File: src/rtl/dmem_access_ctrl_pkg.sv
// Shared types and constants for the data-memory access controller.
// The FSM state enum, the default timeout and the word-alignment mask.
package dmem_ctrl_pkg;

    typedef enum logic [1:0] {IDLE, REQ, WAIT, DONE} state_t;

    localparam int         TIMEOUT_DEF = 64;
    localparam logic [1:0] ALIGN_MASK  = 2'b11;

    function automatic logic is_aligned(input logic [1:0] lsb);
        return (lsb & ALIGN_MASK) == 2'b00;
    endfunction

endpackage

File: src/rtl/dmem_access_ctrl_if.sv
// Valid/ready request plus un-backpressured response channel to data memory.
interface dmem_bus_if #(
    parameter int ADDR_W = 32,
    parameter int DATA_W = 32
);
    logic              mem_req_valid;
    logic              mem_req_ready;
    logic              mem_req_we;
    logic [ADDR_W-1:0] mem_req_addr;
    logic [DATA_W-1:0] mem_req_wdata;
    logic              mem_resp_valid;
    logic [DATA_W-1:0] mem_resp_rdata;

    modport master (
        output mem_req_valid, mem_req_we, mem_req_addr, mem_req_wdata,
        input  mem_req_ready, mem_resp_valid, mem_resp_rdata
    );

    modport slave (
        input  mem_req_valid, mem_req_we, mem_req_addr, mem_req_wdata,
        output mem_req_ready, mem_resp_valid, mem_resp_rdata
    );
endinterface

File: src/rtl/dmem_access_ctrl_timer.sv
// Cycle counter for an outstanding access; expire flags the last allowed cycle.
module access_timer #(
    parameter int TIMEOUT = 64
) (
    input  logic clk,
    input  logic rst_n,
    input  logic clr,
    input  logic en,
    output logic expire
);
    localparam int CW = $clog2(TIMEOUT + 1);

    logic [CW-1:0] cnt;

    // expire is high during the TIMEOUT-th cycle since clear, so the next edge leaves
    always_ff @(posedge clk) begin
        if (!rst_n)
            cnt <= '0;
        else if (clr)
            cnt <= '0;
        else if (en && !expire)
            cnt <= cnt + CW'(1);
    end

    assign expire = (cnt == CW'(TIMEOUT - 1));

endmodule

File: src/rtl/dmem_access_ctrl.sv
// Turns single-cycle lw/sw strobes into a valid/ready DMem transaction,
// stalling the pipeline until completion; adds alignment, timeout and perf counters.
module dmem_access_ctrl
    import dmem_ctrl_pkg::*;
#(
    parameter int ADDR_W  = 32,
    parameter int DATA_W  = 32,
    parameter int TIMEOUT = TIMEOUT_DEF
) (
    input  logic              clk,
    input  logic              rst_n,
    input  logic              cpu_mem_rd,
    input  logic              cpu_mem_wr,
    input  logic [ADDR_W-1:0] cpu_addr,
    input  logic [DATA_W-1:0] cpu_wdata,
    output logic              cpu_stall,
    output logic              cpu_done,
    output logic [DATA_W-1:0] cpu_rdata,
    output logic              cpu_err,
    dmem_bus_if.master        mem,
    output logic [31:0]       rd_count,
    output logic [31:0]       wr_count
);
    state_t            state, state_nx;
    logic [ADDR_W-1:0] addr_q;
    logic [DATA_W-1:0] wdata_q;
    logic              we_q, to_q;
    logic              req, aligned, start, bad;
    logic              tmr_en, expired, timeout_hit;

    assign req     = cpu_mem_rd ^ cpu_mem_wr;
    assign aligned = is_aligned(cpu_addr[1:0]);
    assign start   = (state == IDLE) && req && aligned;
    assign bad     = (state == IDLE) && ((req && !aligned) || (cpu_mem_rd && cpu_mem_wr));
    assign tmr_en  = (state == REQ) || (state == WAIT);
    // A response landing on the final cycle still completes normally
    assign timeout_hit = tmr_en && expired && !((state == WAIT) && mem.mem_resp_valid);

    access_timer #(.TIMEOUT(TIMEOUT)) u_timer (
        .clk    (clk),
        .rst_n  (rst_n),
        .clr    (start),
        .en     (tmr_en),
        .expire (expired)
    );

    always_ff @(posedge clk) begin
        if (!rst_n) state <= IDLE;
        else        state <= state_nx;
    end

    always_comb begin
        state_nx = state;
        unique case (state)
            IDLE:    if (start) state_nx = REQ;
            REQ:     if (timeout_hit) state_nx = DONE;
                     else if (mem.mem_req_ready) state_nx = WAIT;
            WAIT:    if (mem.mem_resp_valid || timeout_hit) state_nx = DONE;
            DONE:    state_nx = IDLE;
            default: state_nx = IDLE;
        endcase
    end

    always_comb begin
        cpu_stall         = 1'b0;
        cpu_done          = 1'b0;
        cpu_err           = 1'b0;
        mem.mem_req_valid = 1'b0;
        unique case (state)
            IDLE: begin
                cpu_stall = start;
                cpu_err   = bad;
            end
            REQ: begin
                cpu_stall         = 1'b1;
                mem.mem_req_valid = 1'b1;
            end
            WAIT:    cpu_stall = 1'b1;
            DONE: begin
                cpu_done = 1'b1;
                cpu_err  = to_q;
            end
            default: ;
        endcase
    end

    assign mem.mem_req_we    = we_q;
    assign mem.mem_req_addr  = addr_q;
    assign mem.mem_req_wdata = wdata_q;

    always_ff @(posedge clk) begin
        if (!rst_n) begin
            addr_q    <= '0;
            wdata_q   <= '0;
            we_q      <= 1'b0;
            to_q      <= 1'b0;
            cpu_rdata <= '0;
            rd_count  <= '0;
            wr_count  <= '0;
        end else begin
            if (start) begin
                addr_q  <= cpu_addr & ~ADDR_W'(ALIGN_MASK);
                wdata_q <= cpu_wdata;
                we_q    <= cpu_mem_wr;
                to_q    <= 1'b0;
            end
            if (timeout_hit)
                to_q <= 1'b1;
            if ((state == WAIT) && mem.mem_resp_valid && !we_q)
                cpu_rdata <= mem.mem_resp_rdata;
            // Aborted accesses are not counted
            if ((state == DONE) && !to_q) begin
                if (we_q) wr_count <= wr_count + 32'd1;
                else      rd_count <= rd_count + 32'd1;
            end
        end
    end

endmodule

File: src/flat_wrapper.sv
// flat-port wrapper written by rule: the top's interface ports become plain ports
module dmem_access_ctrl_flat import dmem_ctrl_pkg::*;
#(
    parameter int ADDR_W  = 32,
    parameter int DATA_W  = 32,
    parameter int TIMEOUT = TIMEOUT_DEF
)
  (clk, rst_n, cpu_mem_rd, cpu_mem_wr, cpu_addr, cpu_wdata, cpu_stall, cpu_done, cpu_rdata, cpu_err, rd_count, wr_count, mem_mem_req_valid, mem_mem_req_we, mem_mem_req_addr, mem_mem_req_wdata, mem_mem_req_ready, mem_mem_resp_valid, mem_mem_resp_rdata);
  dmem_bus_if #(.ADDR_W(ADDR_W), .DATA_W(DATA_W)) mem_i ();
  input  logic clk;
  input  logic rst_n;
  input  logic cpu_mem_rd;
  input  logic cpu_mem_wr;
  input  logic [ADDR_W-1:0] cpu_addr;
  input  logic [DATA_W-1:0] cpu_wdata;
  output logic cpu_stall;
  output logic cpu_done;
  output logic [DATA_W-1:0] cpu_rdata;
  output logic cpu_err;
  output logic [31:0] rd_count;
  output logic [31:0] wr_count;
  output wire logic [$bits(mem_i.mem_req_valid)-1:0] mem_mem_req_valid;
  output wire logic [$bits(mem_i.mem_req_we)-1:0] mem_mem_req_we;
  output wire logic [$bits(mem_i.mem_req_addr)-1:0] mem_mem_req_addr;
  output wire logic [$bits(mem_i.mem_req_wdata)-1:0] mem_mem_req_wdata;
  input wire logic [$bits(mem_i.mem_req_ready)-1:0] mem_mem_req_ready;
  input wire logic [$bits(mem_i.mem_resp_valid)-1:0] mem_mem_resp_valid;
  input wire logic [$bits(mem_i.mem_resp_rdata)-1:0] mem_mem_resp_rdata;
  assign mem_mem_req_valid = mem_i.mem_req_valid;
  assign mem_mem_req_we = mem_i.mem_req_we;
  assign mem_mem_req_addr = mem_i.mem_req_addr;
  assign mem_mem_req_wdata = mem_i.mem_req_wdata;
  assign mem_i.mem_req_ready = mem_mem_req_ready;
  assign mem_i.mem_resp_valid = mem_mem_resp_valid;
  assign mem_i.mem_resp_rdata = mem_mem_resp_rdata;
  dmem_access_ctrl #(.ADDR_W(ADDR_W), .DATA_W(DATA_W), .TIMEOUT(TIMEOUT)) u_core (.clk(clk), .rst_n(rst_n), .cpu_mem_rd(cpu_mem_rd), .cpu_mem_wr(cpu_mem_wr), .cpu_addr(cpu_addr), .cpu_wdata(cpu_wdata), .cpu_stall(cpu_stall), .cpu_done(cpu_done), .cpu_rdata(cpu_rdata), .cpu_err(cpu_err), .mem(mem_i), .rd_count(rd_count), .wr_count(wr_count));
endmodule
File: config.mk
export PLATFORM = sky130hd
export DESIGN_NAME = dmem_access_ctrl_flat
export DESIGN_NICKNAME = d
export VERILOG_FILES = /design/src/rtl/dmem_access_ctrl_pkg.sv /design/src/rtl/dmem_access_ctrl_if.sv /design/src/rtl/dmem_access_ctrl_timer.sv /design/src/rtl/dmem_access_ctrl.sv /design/src/flat_wrapper.sv
export SDC_FILE = /design/constraint.sdc
export NUM_CORES = 1
export LEC_CHECK = 0
export BUFFER_PORTS_ARGS = -buffer_cell sky130_fd_sc_hd__buf_2
export CAP_MARGIN = 20
export CORE_MARGIN = 2
export CORE_UTILIZATION = 52
export DETAILED_ROUTE_END_ITERATION = 12
export HOLD_SLACK_MARGIN = 0.1
export PLACE_DENSITY = 0.84
export SLEW_MARGIN = 30
export SYNTH_ARGS = -nofsm -noshare
export SYNTH_HDL_FRONTEND = slang
export SYNTH_SLANG_ARGS = --single-unit
File: constraint.sdc
create_clock -name clk -period 4.7 [get_ports clk]
set_input_delay 0.705 -clock clk [delete_from_list [all_inputs] [get_ports clk]]
set_output_delay 0.705 -clock clk [all_outputs]
set_load 0.05 [all_outputs]
==> qor.csv <==
stage,metric,value,unit
timing,final.min_clock_period,2.62,ns
layout,nets,1182,
placed_design,hpwl,12700,um
placed_design,place_congestion,0.842,
routing,avgViaCountPerCell,5.11,
setup_path,cp_max_fo,10,
yosys,syn_area,6700,um2
setup_path,cp.arrival,2.96,ns
layout,nFillCells,1066,
clocking,cts_tree,built,
clocking,clock_latency,0.42,ns
min_path,hold_path_depth,2,
timing,max_freq,382,MHz
layout,seq_area,3380,um2
clocking,cts_root_buffer,clkbuf_16,
die,rows,41,
pwr,ir_worst_vdd,0.000330,V
die,coreArea,12600,um2
clocking,cts.sinks,169,
timing,finalMaxSlewViolations,0,
yosys,ys_warn_count,0,
clocking,cts_hold_buf,0,
setup_path,cp.required,5.04,ns
layout,drive_gt1_share,28.8,%
placed_design,dp_worst_setup_slack,2.04,ns
timing,finalCritPeriodShare,55.7,%
pwr,clkPwrFrac,39.9,%
setup_path,crit_buf_inv,0,
layout,fin_area,8730,um2
setup_path,slowest_delay,0.64,ns
routing,totalWireLength,18100,um
yosys,syn-mean-instance-area,8.09,um2
pwr,swShare,28.9,%
clocking,cts_resized,0,
placed_design,dpl-instance-area,8120,um2
flow_run,max_cap_violations,0,
die,die_x,118,um
timing,finalSetupTns,0,ns
setup_path,crit_chain,ha_1 > and4b_1 > nand3_2 > or4_1 > or3_1 > a21oi_1,
timing,fin_skew,0.00711,ns
setup_path,path_class,reg2reg,
timing,hold_ws,0.448,ns
timing,finalSetupViolations,0,
clocking,numCtsBuffers,17,
setup_path,critPathLaunchType,flop,
pwr,pwr_density_cell,405,nW/um2
timing,slew_headroom,51.4,%
global_route,grt_pass1_vias,6157,
die,dieArea,13800,um2
global_route,antenna_found_initial,1,
die,start_util,53.1,%
pwr,p_int,2.51,mW
yosys,ys_ff_latch,169,
die,die_h,118,um
clocking,clk_path_buf_depth,2,
setup_path,cp-end-kind,flop,
global_route,gr-usage-all-layers,26.4,%
routing,ant_nets,0,
pwr,p_leak,3.76,nW
routing,routed-via-count,6418,
yosys,synthArstFlopShare,0,%
layout,areaGrowthSynthToFinish,30.3,%
clocking,clk_pin_slew,0.06,ns
yosys,seq_area_frac_synth,50.5,%
yosys,ys_types,46,
clocking,post_cts_buffers,0,
routing,dr.first_iter.drc_count,552,
setup_path,critPathTopFamily,simple AND/OR/NAND/NOR gates,
timing,rsz0062_at_grt,false,
routing,drt-pass1-iter-count,5,
yosys,syn_inst,828,
global_route,grt_max_degree,66,
pwr,combPwrFrac,16.8,%
placed_design,io_buffer_count,264,
yosys,synth_edf_count,0,
run_status,outcome,finished clean,
routing,drcViolationCount,0,
setup_path,worst-path-stages,6,
setup_path,rr_worst_depth,6,
global_route,gr-total-overflow,0,
yosys,ys.flop_type,dfxtp_1,
clocking,h-tree-depth,4,
timing,hold_viol,0,
min_path,hp-class,reg2reg,
routing,wire_per_inst,14.4,um
setup_path,cp_slowest_cell,or4_1,
pwr,seqPwrFrac,43.3,%
layout,antenna_cells,0,
layout,multi_input_area,3120,um2
die,num_io_pins,267,
pwr,p_switching,1.02,mW
global_route,grt_pass1_wl,29800,um
timing,worst_slew_pin_slew,0.727,ns
timing,worst_slack,2.08,ns
per-stage QoR:
| step | utilization (%) | cells | power (mW) |
|---|---|---|---|
| final | 69.2 | 1256 | 3.53 |
| after global routing | 69.2 | 1256 | 3.67 |
| after CTS | 69.1 | 1256 | 3.56 |
| after detailed placement | 64.3 | 1224 | 2.15 |
| after global placement | 64.3 | 1224 | 2.14 |
| after floorplan | - | 829 | 1.99 |
synth_stat cells (2+ instances only):
cell / count / share of area [%]
a21oi_1: 107 / 8.0
and2_1: 3 / 0.28
and3_1: 5 / 0.47
and4_1: 3 / 0.39
buf_1: 7 / 0.39
buf_2: 2 / 0.15
buf_4: 2 / 0.22
clkbuf_1: 35 / 2.0
dfxtp_1: 169 / 50
ha_1: 9 / 1.7
inv_1: 11 / 0.62
mux2i_1: 2 / 0.30
nand2_1: 229 / 13
nand2b_1: 2 / 0.19
nand3_1: 25 / 1.9
nand3b_1: 2 / 0.22
nand4_1: 22 / 2.1
nand4b_1: 4 / 0.52
nor2_1: 70 / 3.9
nor2b_1: 2 / 0.19
nor3_1: 10 / 0.75
nor4_1: 8 / 0.75
o211ai_1: 2 / 0.22
o21ai_0: 13 / 0.97
or3_1: 6 / 0.56
or4_1: 4 / 0.45
xnor2_1: 21 / 2.7
xor2_1: 35 / 4.6
routing by layer:
metal	vias to the layer above	GRT usage (%)	share of wire, %
met4	0	9.41	1.9
met2	218	44.8	49
met5	-	0	0
met1	2951	31.3	41
li1	3221	-	-
met3	28	8.87	7.6
worst register-to-register path, cell delays in order (launching register included):
cell	delay, ns
dfxtp_1	0.39
ha_1	0.42
and4b_1	0.32
nand3_2	0.21
or4_1	0.64
or3_1	0.40
a21oi_1	0.17
path summary, 6_finish.rpt:
| path | end | startpoint | slack, ns |
|---|---|---|---|
| setup / recovery | u_core.wr_count[31]$_SDFFE_PN0P_ | u_core.state[1]$_SDFFE_PN0P_ | 2.08 |
| hold / removal | u_core.mem.mem_req_wdata[24]$_SDFFE_PN0P_ | u_core.mem.mem_req_wdata[24]$_SDFFE_PN0P_ | 0.45 |
| setup reg to reg | u_core.wr_count[31]$_SDFFE_PN0P_ | u_core.state[1]$_SDFFE_PN0P_ | 2.08 |
| hold reg to reg | u_core.mem.mem_req_wdata[24]$_SDFFE_PN0P_ | u_core.mem.mem_req_wdata[24]$_SDFFE_PN0P_ | 0.45 |
power groups by stage:
stage	Combinational, mW	Sequential [mW]	Clock, mW
CTS	0.595	1.53	1.44
global route	0.639	1.54	1.49
finish	0.595	1.53	1.41
floorplan	0.251	1.74	0
detailed placement	0.590	1.56	0
global placement	0.587	1.56	0
state kept, by name, indices dropped and copies added (netlist names):
name,count
u_core.mem.mem_req_addr,30
u_core.cpu_rdata,32
u_core.mem.mem_req_wdata,32
u_core.wr_count,32
u_core.mem.mem_req_we,1
u_core.u_timer.cnt,7
u_core.rd_count,32
u_core.to_q,1
u_core.state,2
logic make-up after synthesis:
group / share of synthesized area [%]
compound gates: 10.0
xor+xnor: 7.32
fa+ha+maj: 1.68
buf+inv: 3.34
flops: 50.5
mux: 0.299
other cells: 0.0560
simple gates: 26.8
cell usage in the layout (no fill, tap or decap), types with 2 or more instances in the layout:
| cell | count |
|---|---|
| buf_2 | 264 |
| nand2_1 | 229 |
| dfxtp_1 | 169 |
| a21oi_1 | 107 |
| nor2_1 | 69 |
| xor2_1 | 35 |
| nand3_1 | 24 |
| nand4_1 | 22 |
| xnor2_1 | 21 |
| clkbuf_16 | 17 |
| o21ai_0 | 13 |
| inv_1 | 10 |
| nor3_1 | 10 |
| ha_1 | 9 |
| nor4_1 | 6 |
| or3_1 | 6 |
| clkbuf_8 | 6 |
| buf_4 | 5 |
| nand4b_1 | 4 |
| or4_1 | 4 |
| and3_1 | 4 |
| and4_1 | 3 |
| and2_1 | 3 |
| clkbuf_1 | 3 |
| nor2b_1 | 2 |
| nand3b_1 | 2 |
| o211ai_1 | 2 |
| nand3_2 | 2 |
| nor4_2 | 2 |
| nand2b_1 | 2 |
| mux2i_1 | 2 |
| conb_1 | 2 |
| bufinv_16 | 2 |
| clkinv_2 | 2 |
| clkinvlp_4 | 2 |
final cells by class:
type | count | share of cell area (%)
clock buffers | 26 | 5.95
clock inverters | 6 | 0.975
inverters | 11 | 0.502
multi-input cells | 603 | 35.8
flip-flops and latches | 169 | 38.8
well taps | 172 | 2.47
repair buffers | 269 | 15.6
No activity file was read; power rests on OpenSTA's default activity.
